[config.mk]
export PLATFORM = sky130hd
export DESIGN_NAME = blkmem_unpack_reader
export DESIGN_NICKNAME = d
export VERILOG_FILES = /design/src/rtl/blkmem_unpack_reader_pkg.sv /design/src/rtl/blkmem_unpack_reader_lane_ser.sv /design/src/rtl/blkmem_unpack_reader.sv
export SDC_FILE = /design/constraint.sdc
export NUM_CORES = 1
export LEC_CHECK = 0
export CAP_MARGIN = 10
export CORE_MARGIN = 4
export CORE_UTILIZATION = 50
export DETAILED_ROUTE_END_ITERATION = 12
export PLACE_DENSITY = 0.82
export SETUP_SLACK_MARGIN = 0.02
export SYNTH_ARGS = -nofsm -noshare
export SYNTH_HDL_FRONTEND = slang
export SYNTH_SLANG_ARGS = --single-unit
[constraint.sdc]
create_clock -name clk -period 4.9 [get_ports clk]
set_input_delay 0.98 -clock clk [delete_from_list [all_inputs] [get_ports clk]]
set_output_delay 0.98 -clock clk [all_outputs]
set_load 0.05 [all_outputs]
[src/rtl/blkmem_unpack_reader_pkg.sv]
// Shared types and helpers for the asymmetric BRAM unpacking reader.
// State values keep the legacy encoding (IDLE=0, WAIT=1, EMIT=2, DONE=3).
package blkmem_unpack_reader_pkg;

    localparam int unsigned DATA_W_DEF = 24;
    localparam int unsigned PACK_DEF   = 3;

    typedef enum logic [1:0] {
        ST_IDLE = 2'd0,
        ST_WAIT = 2'd1,
        ST_EMIT = 2'd2,
        ST_DONE = 2'd3
    } state_t;

    // Width of a counter/index covering 0..n-1, never narrower than one bit.
    function automatic int unsigned idx_w(input int unsigned n);
        return (n > 1) ? $clog2(n) : 1;
    endfunction

endpackage

[src/rtl/blkmem_unpack_reader_lane_ser.sv]
// Lane serializer: holds one packed read word and emits its lanes LSB-first
// over valid/ready, flagging the final lane of the final word.
module blkmem_lane_ser
    import blkmem_unpack_reader_pkg::*;
#(
    parameter int unsigned DATA_W = DATA_W_DEF,
    parameter int unsigned PACK   = PACK_DEF
) (
    input  logic                     clk,
    input  logic                     rst_n,
    input  logic                     load,
    input  logic [PACK*DATA_W-1:0]   word_in,
    input  logic                     last_word,
    input  logic                     ready,
    output logic [DATA_W-1:0]        data,
    output logic                     valid,
    output logic                     last,
    output logic                     word_done
);

    localparam int unsigned LANE_W = idx_w(PACK);

    logic [PACK-1:0][DATA_W-1:0] hold;
    logic [LANE_W-1:0]           lane;
    logic                        final_q;
    logic                        on_last_lane;

    assign on_last_lane = (lane == LANE_W'(PACK - 1));

    always_ff @(posedge clk or negedge rst_n) begin
        if (!rst_n) begin
            hold    <= '0;
            lane    <= '0;
            valid   <= 1'b0;
            final_q <= 1'b0;
        end else if (load) begin
            hold    <= word_in;
            lane    <= '0;
            valid   <= 1'b1;
            final_q <= last_word;
        end else if (valid && ready) begin
            // The lane index parks on the last lane after the word drains so
            // data stays put until the next load.
            if (on_last_lane) begin
                valid <= 1'b0;
            end else begin
                lane <= lane + 1'b1;
            end
        end
    end

    assign data      = hold[lane];
    assign last      = valid && final_q && on_last_lane;
    assign word_done = valid && ready && on_last_lane;

endmodule

[src/rtl/blkmem_unpack_reader.sv]
// Read-side master for the 24-bit-write / 72-bit-read block RAM: fetches
// num_words words from base_addr and streams their samples out LSB lane first.
module blkmem_unpack_reader
    import blkmem_unpack_reader_pkg::*;
#(
    parameter int unsigned ADDR_W = 9,
    parameter int unsigned DATA_W = DATA_W_DEF,
    parameter int unsigned PACK   = PACK_DEF,
    parameter int unsigned RD_LAT = 2
) (
    input  logic                     clk,
    input  logic                     rst_n,
    input  logic                     start,
    input  logic [ADDR_W-1:0]        base_addr,
    input  logic [ADDR_W:0]          num_words,
    output logic                     busy,
    output logic                     done,
    output logic                     mem_en,
    output logic [ADDR_W-1:0]        mem_addr,
    input  logic [PACK*DATA_W-1:0]   mem_dout,
    output logic [DATA_W-1:0]        m_data,
    output logic                     m_valid,
    input  logic                     m_ready,
    output logic                     m_last
);

    localparam int unsigned NUM_W = ADDR_W + 1;
    localparam int unsigned LAT_W = idx_w(RD_LAT + 1);

    state_t            state, state_d;
    logic              busy_d, done_d, mem_en_d;
    logic [ADDR_W-1:0] addr_d;
    logic [NUM_W-1:0]  words_left, left_d;
    logic [LAT_W-1:0]  lat_cnt, lat_d;
    logic              capture;
    logic              word_done;

    always_ff @(posedge clk or negedge rst_n) begin
        if (!rst_n) begin
            state      <= ST_IDLE;
            busy       <= 1'b0;
            done       <= 1'b0;
            mem_en     <= 1'b0;
            mem_addr   <= '0;
            words_left <= '0;
            lat_cnt    <= '0;
        end else begin
            state      <= state_d;
            busy       <= busy_d;
            done       <= done_d;
            mem_en     <= mem_en_d;
            mem_addr   <= addr_d;
            words_left <= left_d;
            lat_cnt    <= lat_d;
        end
    end

    // done is raised on entry to DONE so it coincides with that state; a start
    // arriving alongside done therefore lands outside IDLE and is ignored.
    always_comb begin
        state_d  = state;
        busy_d   = busy;
        done_d   = 1'b0;
        mem_en_d = 1'b0;
        addr_d   = mem_addr;
        left_d   = words_left;
        lat_d    = lat_cnt;
        capture  = 1'b0;
        case (state)
            ST_IDLE: begin
                if (start) begin
                    busy_d = 1'b1;
                    left_d = num_words;
                    lat_d  = '0;
                    if (num_words == '0) begin
                        done_d  = 1'b1;
                        state_d = ST_DONE;
                    end else begin
                        mem_en_d = 1'b1;
                        addr_d   = base_addr;
                        state_d  = ST_WAIT;
                    end
                end
            end
            ST_WAIT: begin
                if (lat_cnt == LAT_W'(RD_LAT)) begin
                    capture = 1'b1;
                    state_d = ST_EMIT;
                end else begin
                    lat_d = lat_cnt + 1'b1;
                end
            end
            ST_EMIT: begin
                if (word_done) begin
                    if (words_left > NUM_W'(1)) begin
                        mem_en_d = 1'b1;
                        addr_d   = mem_addr + 1'b1;
                        left_d   = words_left - 1'b1;
                        lat_d    = '0;
                        state_d  = ST_WAIT;
                    end else begin
                        done_d  = 1'b1;
                        state_d = ST_DONE;
                    end
                end
            end
            ST_DONE: begin
                busy_d  = 1'b0;
                state_d = ST_IDLE;
            end
            default: state_d = ST_IDLE;
        endcase
    end

    blkmem_lane_ser #(
        .DATA_W (DATA_W),
        .PACK   (PACK)
    ) u_lane_ser (
        .clk       (clk),
        .rst_n     (rst_n),
        .load      (capture),
        .word_in   (mem_dout),
        .last_word (words_left == NUM_W'(1)),
        .ready     (m_ready),
        .data      (m_data),
        .valid     (m_valid),
        .last      (m_last),
        .word_done (word_done)
    );

endmodule

==> results of run 1 <==
cell type report:
type                       count  area [um2]
clock inverter                 4        53.8
inverter                       8        30.0
sequential                   102        2550
timing repair buffer         138        1360
fill                         783        3170
multi-input combinational    448        2230
tap                          133         166
clock buffer                  12         155
through the flow:
stage	hold WS [ns]	instances	setup slack [ns]
CTS	0.485	845	0.827
global placement	0.457	829	1.39
finish	0.482	845	0.861
global route	0.499	845	0.603
floorplan	0.443	592	1.69
detailed placement	0.461	829	1.23
state kept, by name, indices dropped and copies added, names as in the netlist, 2 cells and up:
name / count
u_lane_ser.lane: 2
lat_cnt: 2
u_lane_ser.hold: 72
words_left: 10
state: 2
mem_addr: 9
kinds of logic (layout without fill, tap and decap cells):
group                    count (synthesis)  count (layout)
AO/OA/AOI/OAI                           97              97
AND/OR/NAND/NOR                        320             320
flip-flops                             102             102
multiplexers                            25              25
buffers and inverters                   42             162
XOR/XNOR                                 1               1
adder cells (fa/ha/maj)                  5               5
Yosys cell counts (2+ instances only):
cell | count | area share (%)
sky130_fd_sc_hd__nand2_1 | 261 | 20
sky130_fd_sc_hd__dfrtp_1 | 102 | 51
sky130_fd_sc_hd__o21ai_0 | 48 | 4.8
sky130_fd_sc_hd__mux2i_1 | 25 | 5.0
sky130_fd_sc_hd__a21oi_1 | 21 | 2.1
sky130_fd_sc_hd__nor2_1 | 17 | 1.3
sky130_fd_sc_hd__clkbuf_1 | 14 | 1.1
sky130_fd_sc_hd__buf_2 | 10 | 1.0
sky130_fd_sc_hd__nand3_1 | 9 | 0.91
sky130_fd_sc_hd__buf_1 | 8 | 0.60
sky130_fd_sc_hd__inv_1 | 8 | 0.60
sky130_fd_sc_hd__ha_1 | 5 | 1.3
sky130_fd_sc_hd__nand4_1 | 5 | 0.63
sky130_fd_sc_hd__o22ai_1 | 5 | 0.63
sky130_fd_sc_hd__nor3_1 | 4 | 0.40
sky130_fd_sc_hd__nor4_1 | 4 | 0.50
sky130_fd_sc_hd__and2_1 | 3 | 0.38
sky130_fd_sc_hd__nand2b_1 | 3 | 0.38
sky130_fd_sc_hd__or3_1 | 3 | 0.38
sky130_fd_sc_hd__a21o_1 | 2 | 0.30
sky130_fd_sc_hd__a22oi_1 | 2 | 0.30
sky130_fd_sc_hd__buf_6 | 2 | 0.45
sky130_fd_sc_hd__nor2b_1 | 2 | 0.25
sky130_fd_sc_hd__o21a_1 | 2 | 0.30
sky130_fd_sc_hd__o31ai_1 | 2 | 0.30
worst max-delay path by stage:
stage | slack [ns] | end | start | depth (start not counted)
final | 0.86 | m_data[23] | u_lane_ser.lane[0]$_DFFE_PN0P_ | 6
after global routing | 0.60 | m_data[21] | u_lane_ser.lane[0]$_DFFE_PN0P_ | 6
after CTS | 0.83 | m_data[23] | u_lane_ser.lane[0]$_DFFE_PN0P_ | 6
after detailed placement | 1.23 | m_data[23] | u_lane_ser.lane[0]$_DFFE_PN0P_ | 6
after global placement | 1.39 | m_data[8] | u_lane_ser.lane[0]$_DFFE_PN0P_ | 6
after floorplan | 1.69 | m_data[10] | u_lane_ser.lane[1]$_DFFE_PN0P_ | 4
layer usage:
metal | global-route usage [%] | wire length [um] | up-vias
met5 | 0 | 0 | -
met4 | 6.31 | 246 | 0
met3 | 3.42 | 471 | 23
met2 | 38.2 | 6460 | 123
met1 | 27.6 | 5290 | 2053
li1 | - | - | 2178
worst reg2reg max path, cell delays in order (launching register included):
cell and delay (ns):
sky130_fd_sc_hd__dfrtp_1 0.87, sky130_fd_sc_hd__ha_1 0.42, sky130_fd_sc_hd__nand4_2 0.19, sky130_fd_sc_hd__a21oi_4 0.29, sky130_fd_sc_hd__a31o_1 0.59, sky130_fd_sc_hd__a21bo_1 0.28
sky130_fd_sc_hd__a22o_2 0.20
power breakdown:
part / switching [W] / internal (W) / total [W]
clock: 0.000285 / 0.000267 / 0.000552
sequential: 0.000359 / 0.00125 / 0.00160
combinational: 0.00160 / 0.000891 / 0.00249
==> flow_summary.ini, run 1 <==
[run_status]
status = finished clean

[global_routing]
grt_pass1_vias = 4314
maximum_number_of_pins_on_one_net_before_global_route_repair = 76
initial_antenna_violation_count = 0
grt_usage_pct = 21.7
grt_pass1_wl_mm = 20.3
global_route_total_overflow = 0

[yosys]
dominant_combinational_cell_family_by_area_after_synthesis = simple AND/OR/NAND/NOR gates
synth_compound_area_share_pct = 11.6
synth_sequential_area_ratio_pct = 51.4
post_synth_xor_area_fraction_pct = 0.176
syn-instance-count = 592
synth.yosys.warnings = 0
postSynthRegisterBits = 102
mux_share_of_post_synthesis_cell_area_pct = 5.04
netlist_area_um2 = 4970
syn-num-nets = 692
async_reset_ff_share_pct = 100
ys.flop_type = sky130_fd_sc_hd__dfrtp_1
synth_enable_flop_cells = 0
synth_simple_gate_area_share_pct = 26.8
post_synth_fa_ha_maj_area_fraction_pct = 1.26
synth_cell_type_count = 50
synthesis.area_per_instance_um2 = 8.39

[clock_tree]
clock_path_buffers = 2
clock_insertion_delay_worst_skew_ns = 0.35
cts_made_buffers = 9
cts-hold-fix-buffers = 0
cts.repair.resized = 0
post-cts-setup-buffer-count = 0
clk_root_buf = sky130_fd_sc_hd__clkbuf_8
clock-sinks = 102
worst_setup_hold_path_clk_slew_ns = 0.09
tritoncts_clock_tree = yes
htree_num_levels = 3

[floorplanning]
ioPinCount = 133
fp.dieH_um = 108
die_w_um = 108
fp.coreArea_um2 = 9730
core.rowCount = 36
floorplan.initialDensity_pct = 51.1
die_area_um2 = 11600

[timing]
fin_crit_sh_pct = 82.4
measured_slew_at_the_worst_slew_check_pin_ns = 1.09
fmax_mhz = 248
post-route-min-period_ns = 4.04
timing.slew.headroom_pct = 27.5
rsz0062_at_grt = false
setup_total_negative_slack_ns = 0
finalMaxSlewViolations = 0
setup-violations-final = 0
clk_skew_ns = 0.0128
finalHoldViolations = 0

[setup_path]
worstReg2RegEnd = mem_addr[8]$_DFFE_PN0P_
worst_r2r_path_depth = 6
cp-end-kind = output port
crit_chain = inv_1 > nor2_2 > buf_4 > nand2_1 > o21ai_0 > clkdlybuf4s50_1
slowest_delay_ns = 0.87
arrival_ns = 3.06
worstPathBufferInverterCount = 3
timing.reg2reg.setup_slack_ns = 1.96
crit_fanout = 26
cpMaxStageDelayCell = sky130_fd_sc_hd__dfrtp_1
critical_path_required_ns = 3.92
critPathLaunchType = register
critical_path_type = reg2out
worst_r2r_startpoint = u_lane_ser.lane[1]$_DFFE_PN0P_
timing.critical_path.max_delay_family = buffers and inverters

[placed_design]
placed_area_um2 = 6350
gpl.final_weighted_congestion = 0.881
dp_hpwl_mm = 8.83
portBuffers = 132

[power]
total_leakage_power_nw = 3.03
power_w = 0.00464
powerDensity_nw_per_um2 = 709
peakVddDrop_mv = 0.540

[run]
max-cap-violations = 0

[route]
drt_pre_antenna_iters = 5
via_count_normalized_by_instance_count = 5.18
detail-route-antenna-nets = 0
wire_per_inst_um = 14.8
wirelength_mm = 12.5
drt_initial_violations = 352
route.detailed.drc = 0
detailroute.via_count = 4377

[cells_and_area]
drive_above_1_share_pct = 4.63
nNetsFinal = 807
layout.cells.most_common = sky130_fd_sc_hd__nand2_1
antennaDiodeCount = 0
cell_area_after_layout_um2 = 6560
final_util_pct = 67.4
area_growth_pct = 32.0
top_library_cells_by_usage_in_the_layout_fill_and_taps_aside = 261 x sky130_fd_sc_hd__nand2_1, 131 x sky130_fd_sc_hd__clkdlybuf4s50_1, 102 x sky130_fd_sc_hd__dfrtp_1

[worst_hold_path]
worstHoldEndpoint = u_lane_ser.hold[19]$_DFFE_PN0P_
whs_path_depth = 2
min_path_type = reg2reg
start_point_of_the_worst_hold_path = u_lane_ser.hold[19]$_DFFE_PN0P_
Note: power is estimated with default switching activity, not from simulation.
==> inputs of run 2 (changes only) <==
--- a/config.mk
+++ b/config.mk
@@ -7,9 +7,9 @@
 export LEC_CHECK = 0
 export CAP_MARGIN = 10
 export CORE_MARGIN = 4
-export CORE_UTILIZATION = 50
+export CORE_UTILIZATION = 44
 export DETAILED_ROUTE_END_ITERATION = 12
-export PLACE_DENSITY = 0.82
+export PLACE_DENSITY = 0.77
 export SETUP_SLACK_MARGIN = 0.02
 export SYNTH_ARGS = -nofsm -noshare
 export SYNTH_HDL_FRONTEND = slang
==> constraint.sdc (replaced) <==
create_clock -name clk -period 3.5 [get_ports clk]
set_input_delay 0.7 -clock clk [delete_from_list [all_inputs] [get_ports clk]]
set_output_delay 0.7 -clock clk [all_outputs]
set_load 0.05 [all_outputs]
==> flow_summary.ini, run 2 (synthesized netlist as in run 1, its figures left out) <==
[run_status]
status = finished clean

[timing]
setup_total_negative_slack_ns = 0
setup-violations-final = 0
rsz0062_at_grt = false
measured_slew_at_the_worst_slew_check_pin_ns = 0.962
setup_ws_ns = 0.862
clk_skew_ns = 0.00731
timing.slew.headroom_pct = 35.9
fin_crit_sh_pct = 75.4
post-route-min-period_ns = 2.64
finalHoldViolations = 0
fmax_mhz = 379
finalMaxSlewViolations = 0

[floorplanning]
die_w_um = 114
ioPinCount = 133
fp.coreArea_um2 = 10900
fp.dieH_um = 114
die_area_um2 = 13100
core.rowCount = 38
floorplan.initialDensity_pct = 45.4

[route]
detailroute.via_count = 4446
wire_per_inst_um = 15.2
route.detailed.drc = 0
detail-route-antenna-nets = 0
drt_pre_antenna_iters = 4
via_count_normalized_by_instance_count = 5.19
drt_initial_violations = 354
wirelength_mm = 13.1

[global_routing]
global_route_total_overflow = 0
grt_usage_pct = 20.4
maximum_number_of_pins_on_one_net_before_global_route_repair = 73
grt_pass1_wl_mm = 21.4
initial_antenna_violation_count = 0
grt_pass1_vias = 4635

[clock_tree]
clock_path_buffers = 2
cts.repair.resized = 0
cts_made_buffers = 9
worst_setup_hold_path_clk_slew_ns = 0.07
post-cts-setup-buffer-count = 0
clock_insertion_delay_worst_skew_ns = 0.34
htree_num_levels = 3
tritoncts_clock_tree = yes
clk_root_buf = sky130_fd_sc_hd__clkbuf_16
cts-hold-fix-buffers = 0
clock-sinks = 102

[placed_design]
gpl.final_weighted_congestion = 0.882
portBuffers = 132
placement.setup.worst_slack_ns = 0.640
placed_area_um2 = 6640
dp_hpwl_mm = 9.35

[power]
seq_power_share_pct = 29.8
p_int_w = 0.00397
peakVddDrop_mv = 0.827
power_w = 0.00729
switching_power_w = 0.00333
powerDensity_nw_per_um2 = 1060
total_leakage_power_nw = 3.22
power.share.clock_pct = 12.7
p_sw_share_pct = 45.6
share_comb_of_total_power_pct = 57.6

[cells_and_area]
nNetsFinal = 811
top_library_cells_by_usage_in_the_layout_fill_and_taps_aside = 261 x sky130_fd_sc_hd__nand2_1, 106 x sky130_fd_sc_hd__clkdlybuf4s50_1, 102 x sky130_fd_sc_hd__dfrtp_1
cell_area_after_layout_um2 = 6910
reg.largest.list = u_lane_ser.hold (72), words_left (10), mem_addr (9)
combined_area_of_the_multi_input_logic_cells_um2 = 2230
max_ffs_per_register = 72
seq_area_um2 = 2550
drive_above_1_share_pct = 8.66
final.fill_count = 939
layout.cells.most_common = sky130_fd_sc_hd__nand2_1
final_util_pct = 63.2
top_register = u_lane_ser.hold
area_growth_pct = 39.1

[setup_path]
arrival_ns = 1.94
critPathLaunchType = register
crit_path_frequent_cell = sky130_fd_sc_hd__buf_4
timing.critical_path.max_delay_family = buffers and inverters
crit_chain = buf_4 > nor2_2 > buf_4 > nand2_1 > o21ai_0 > buf_12
worst_r2r_path_depth = 7
slowest_delay_ns = 0.39
critical_path_type = reg2out
cpMaxStageDelayCell = sky130_fd_sc_hd__dfrtp_1
cp-end-kind = output port
critical_path_required_ns = 2.80
crit_fanout = 26
worstPathBufferInverterCount = 3
critical_path_cell_count = 6

[run]
max-cap-violations = 0

[worst_hold_path]
min_path_type = in2async
## run 2: cell type report
type / count / share of cell area [%]
Antenna cell: 1 / 0.0362
Clock buffer: 10 / 3.31
Clock inverter: 6 / 0.652
Inverter: 8 / 0.434
Multi-Input combinational cell: 448 / 32.3
Sequential cell: 102 / 36.9
Tap cell: 140 / 2.53
Timing Repair Buffer: 142 / 23.8
## run 2: stage by stage
step	std cells	hold WS, ns
finish	857	0.434
global route	856	0.484
CTS	856	0.460
detailed placement	840	0.462
global placement	840	0.456
floorplan	592	0.404
## run 2: final timing paths
kind | from | to | slack [ns]
hold reg to reg | u_lane_ser.hold[11]$_DFFE_PN0P_ | u_lane_ser.hold[11]$_DFFE_PN0P_ | 0.48
setup reg to reg | u_lane_ser.lane[0]$_DFFE_PN0P_ | mem_addr[8]$_DFFE_PN0P_ | 1.13
hold / removal | rst_n | words_left[3]$_DFFE_PN0P_ | 0.43
setup / recovery | u_lane_ser.lane[1]$_DFFE_PN0P_ | m_data[15] | 0.86
min in group clk | u_lane_ser.hold[11]$_DFFE_PN0P_ | u_lane_ser.hold[11]$_DFFE_PN0P_ | 0.48
max in group asynchronous | rst_n | u_lane_ser.hold[45]$_DFFE_PN0P_ | 2.24
## run 2: power by group through the flow
stage / sequential [W] / clock [W] / combinational (W)
after floorplan: 0.00228 / 0 / 0.00235
after global placement: 0.00215 / 0 / 0.00416
after detailed placement: 0.00218 / 0 / 0.00423
after CTS: 0.00216 / 0.000953 / 0.00425
after global routing: 0.00225 / 0.000992 / 0.00453
final: 0.00217 / 0.000925 / 0.00420
## run 2: worst register-to-register path: stages, from the launching register on
cell and delay (ns):
sky130_fd_sc_hd__dfrtp_1 0.38, sky130_fd_sc_hd__inv_1 0.09, sky130_fd_sc_hd__ha_1 0.25, sky130_fd_sc_hd__nand4_2 0.18, sky130_fd_sc_hd__a21oi_4 0.29, sky130_fd_sc_hd__a31o_1 0.58
sky130_fd_sc_hd__a21bo_1 0.28, sky130_fd_sc_hd__a22o_2 0.20
## run 2: per-layer routing
| metal | global-route usage [%] | vias to the layer above | wire length, um |
|---|---|---|---|
| met2 | 35.6 | 121 | 6880 |
| met5 | 0 | - | 0 |
| met4 | 6.97 | 0 | 210 |
| li1 | - | 2185 | - |
| met1 | 24.5 | 2128 | 5340 |
| met3 | 5.18 | 12 | 635 |
==> inputs of run 3 (changes only) <==
==> constraint.sdc (replaced) <==
create_clock -name clk -period 2.15 [get_ports clk]
set_input_delay 0.43 -clock clk [delete_from_list [all_inputs] [get_ports clk]]
set_output_delay 0.43 -clock clk [all_outputs]
set_load 0.05 [all_outputs]
==> flow_summary.ini, run 3 (synthesized netlist as in run 1, its figures left out) <==
[clock_tree]
clock-sinks = 102
clk_root_buf = sky130_fd_sc_hd__clkbuf_16
clock_path_buffers = 2
cts_made_buffers = 9
cts-hold-fix-buffers = 0
tritoncts_clock_tree = yes
htree_num_levels = 3
worst_setup_hold_path_clk_slew_ns = 0.06
clock_insertion_delay_worst_skew_ns = 0.34

[cells_and_area]
top_register = u_lane_ser.hold
antennaDiodeCount = 0
top_library_cells_by_usage_in_the_layout_fill_and_taps_aside = 261 x sky130_fd_sc_hd__nand2_1, 105 x sky130_fd_sc_hd__clkdlybuf4s50_1, 101 x sky130_fd_sc_hd__dfrtp_1
nNetsFinal = 822
layout.cells.most_common = sky130_fd_sc_hd__nand2_1
reg.largest.list = u_lane_ser.hold (72), words_left (10), mem_addr (9)
cell_area_after_layout_um2 = 7090
drive_above_1_share_pct = 11.7
area_growth_pct = 42.7
final_util_pct = 64.8
max_ffs_per_register = 72

[run]
max-cap-violations = 0

[timing]
setup-violations-final = 0
finalHoldViolations = 0
measured_slew_at_the_worst_slew_check_pin_ns = 0.726
fmax_mhz = 480
setup_ws_ns = 0.0655
finalMaxSlewViolations = 0
timing.slew.headroom_pct = 51.1
fin_crit_sh_pct = 97.0
clk_skew_ns = 0.00202
post-route-min-period_ns = 2.08
rsz0062_at_grt = false

[placed_design]
placement.setup.worst_slack_ns = -0.0830
dp_hpwl_mm = 9.42
gpl.final_weighted_congestion = 0.878
portBuffers = 132
placed_area_um2 = 6800

[global_routing]
global_route_total_overflow = 0
maximum_number_of_pins_on_one_net_before_global_route_repair = 53
grt_pass1_vias = 4672
grt_usage_pct = 20.4
grt_pass1_wl_mm = 21.6
initial_antenna_violation_count = 0

[route]
drt_initial_violations = 219
drt_pre_antenna_iters = 5
wirelength_mm = 12.9
route.detailed.drc = 0
detail-route-antenna-nets = 0
wire_per_inst_um = 14.9
detailroute.via_count = 4472
via_count_normalized_by_instance_count = 5.16

[floorplanning]
fp.dieH_um = 114
core.rowCount = 38
die_w_um = 114
die_area_um2 = 13100
floorplan.initialDensity_pct = 45.4
fp.coreArea_um2 = 10900
ioPinCount = 133

[setup_path]
timing.reg2reg.setup_slack_ns = 0.16
cpMaxStageDelayCell = sky130_fd_sc_hd__clkdlybuf4s50_1
worstPathBufferInverterCount = 1
critical_path_required_ns = 1.72
critical_path_type = reg2out
cp-end-kind = output port
crit_fanout = 6
timing.critical_path.max_delay_family = buffers and inverters
critPathLaunchType = register
slowest_delay_ns = 0.85
arrival_ns = 1.65
crit_chain = clkdlybuf4s50_1

[power]
total_leakage_power_nw = 3.32
peakVddDrop_mv = 1.21
powerDensity_nw_per_um2 = 1730

[worst_hold_path]
min_path_type = in2async

[run_status]
status = finished clean
==> run 3: cell count changes in the layout (fill, tap and decap cells not counted), moves of 2 or more <==
cell | before | now
sky130_fd_sc_hd__o21ai_0 | 48 | 24
sky130_fd_sc_hd__clkbuf_8 | 0 | 2
sky130_fd_sc_hd__buf_4 | 11 | 18
sky130_fd_sc_hd__o21ai_1 | 0 | 12
sky130_fd_sc_hd__inv_6 | 3 | 0
sky130_fd_sc_hd__buf_12 | 25 | 28
sky130_fd_sc_hd__o21ai_2 | 1 | 13
==> run 3: what timing repair did <==
item                                    4_1_cts  5_1_grt
resized for setup                             0        2
endpoints found under the setup margin        0        2
setup buffers                                 0        0
hold endpoints to repair                      0        0
==> run 3: worst paths after layout <==
kind                                                 from                        endpoint  cells past startpoint
hold reg to reg            u_lane_ser.hold[2]$_DFFE_PN0P_  u_lane_ser.hold[2]$_DFFE_PN0P_                      2
min in group clk           u_lane_ser.hold[2]$_DFFE_PN0P_  u_lane_ser.hold[2]$_DFFE_PN0P_                      2
max in group asynchronous                           rst_n  u_lane_ser.lane[1]$_DFFE_PN0P_                      2
hold / removal                                      rst_n       words_left[2]$_DFFE_PN0P_                      1
setup reg to reg                words_left[0]$_DFFE_PN0P_       words_left[6]$_DFFE_PN0P_                      7
setup / recovery             u_lane_ser.valid$_DFFE_PN0P_                         m_valid                      1
==> run 3: metal layers <==
layer / track usage [%] / wire length, um / up-vias
li1: - / - / 2223
met4: 9.50 / 392 / 0
met3: 3.07 / 523 / 29
met5: 0 / 0 / -
met1: 24.3 / 5330 / 2108
met2: 36.1 / 6690 / 112
==> run 3: where the power goes <==
group          internal [W]  switching (W)
Sequential          0.00285       0.000692
Combinational       0.00305        0.00414
Clock              0.000848       0.000671
==> run 3: through the flow <==
step	setup TNS (ns)	instances	hold slack [ns]	total power, W
floorplan	-0.941	592	0.134	0.00771
detailed placement	-0.432	851	0.388	0.0108
global placement	-0.0298	851	0.383	0.0106
finish	0	867	0.0139	0.0123
global route	0	867	0.0402	0.0130
CTS	0	867	0.0249	0.0123
==> run 3: cell type report <==
cell class | instances | area, um2
flip-flops and latches | 102 | 2550
clock inverters | 3 | 18.8
multi-input cells | 448 | 2280
fillers | 916 | 3850
repair buffers | 153 | 1770
inverters | 8 | 30.0
clock buffers | 13 | 260
well taps | 140 | 175
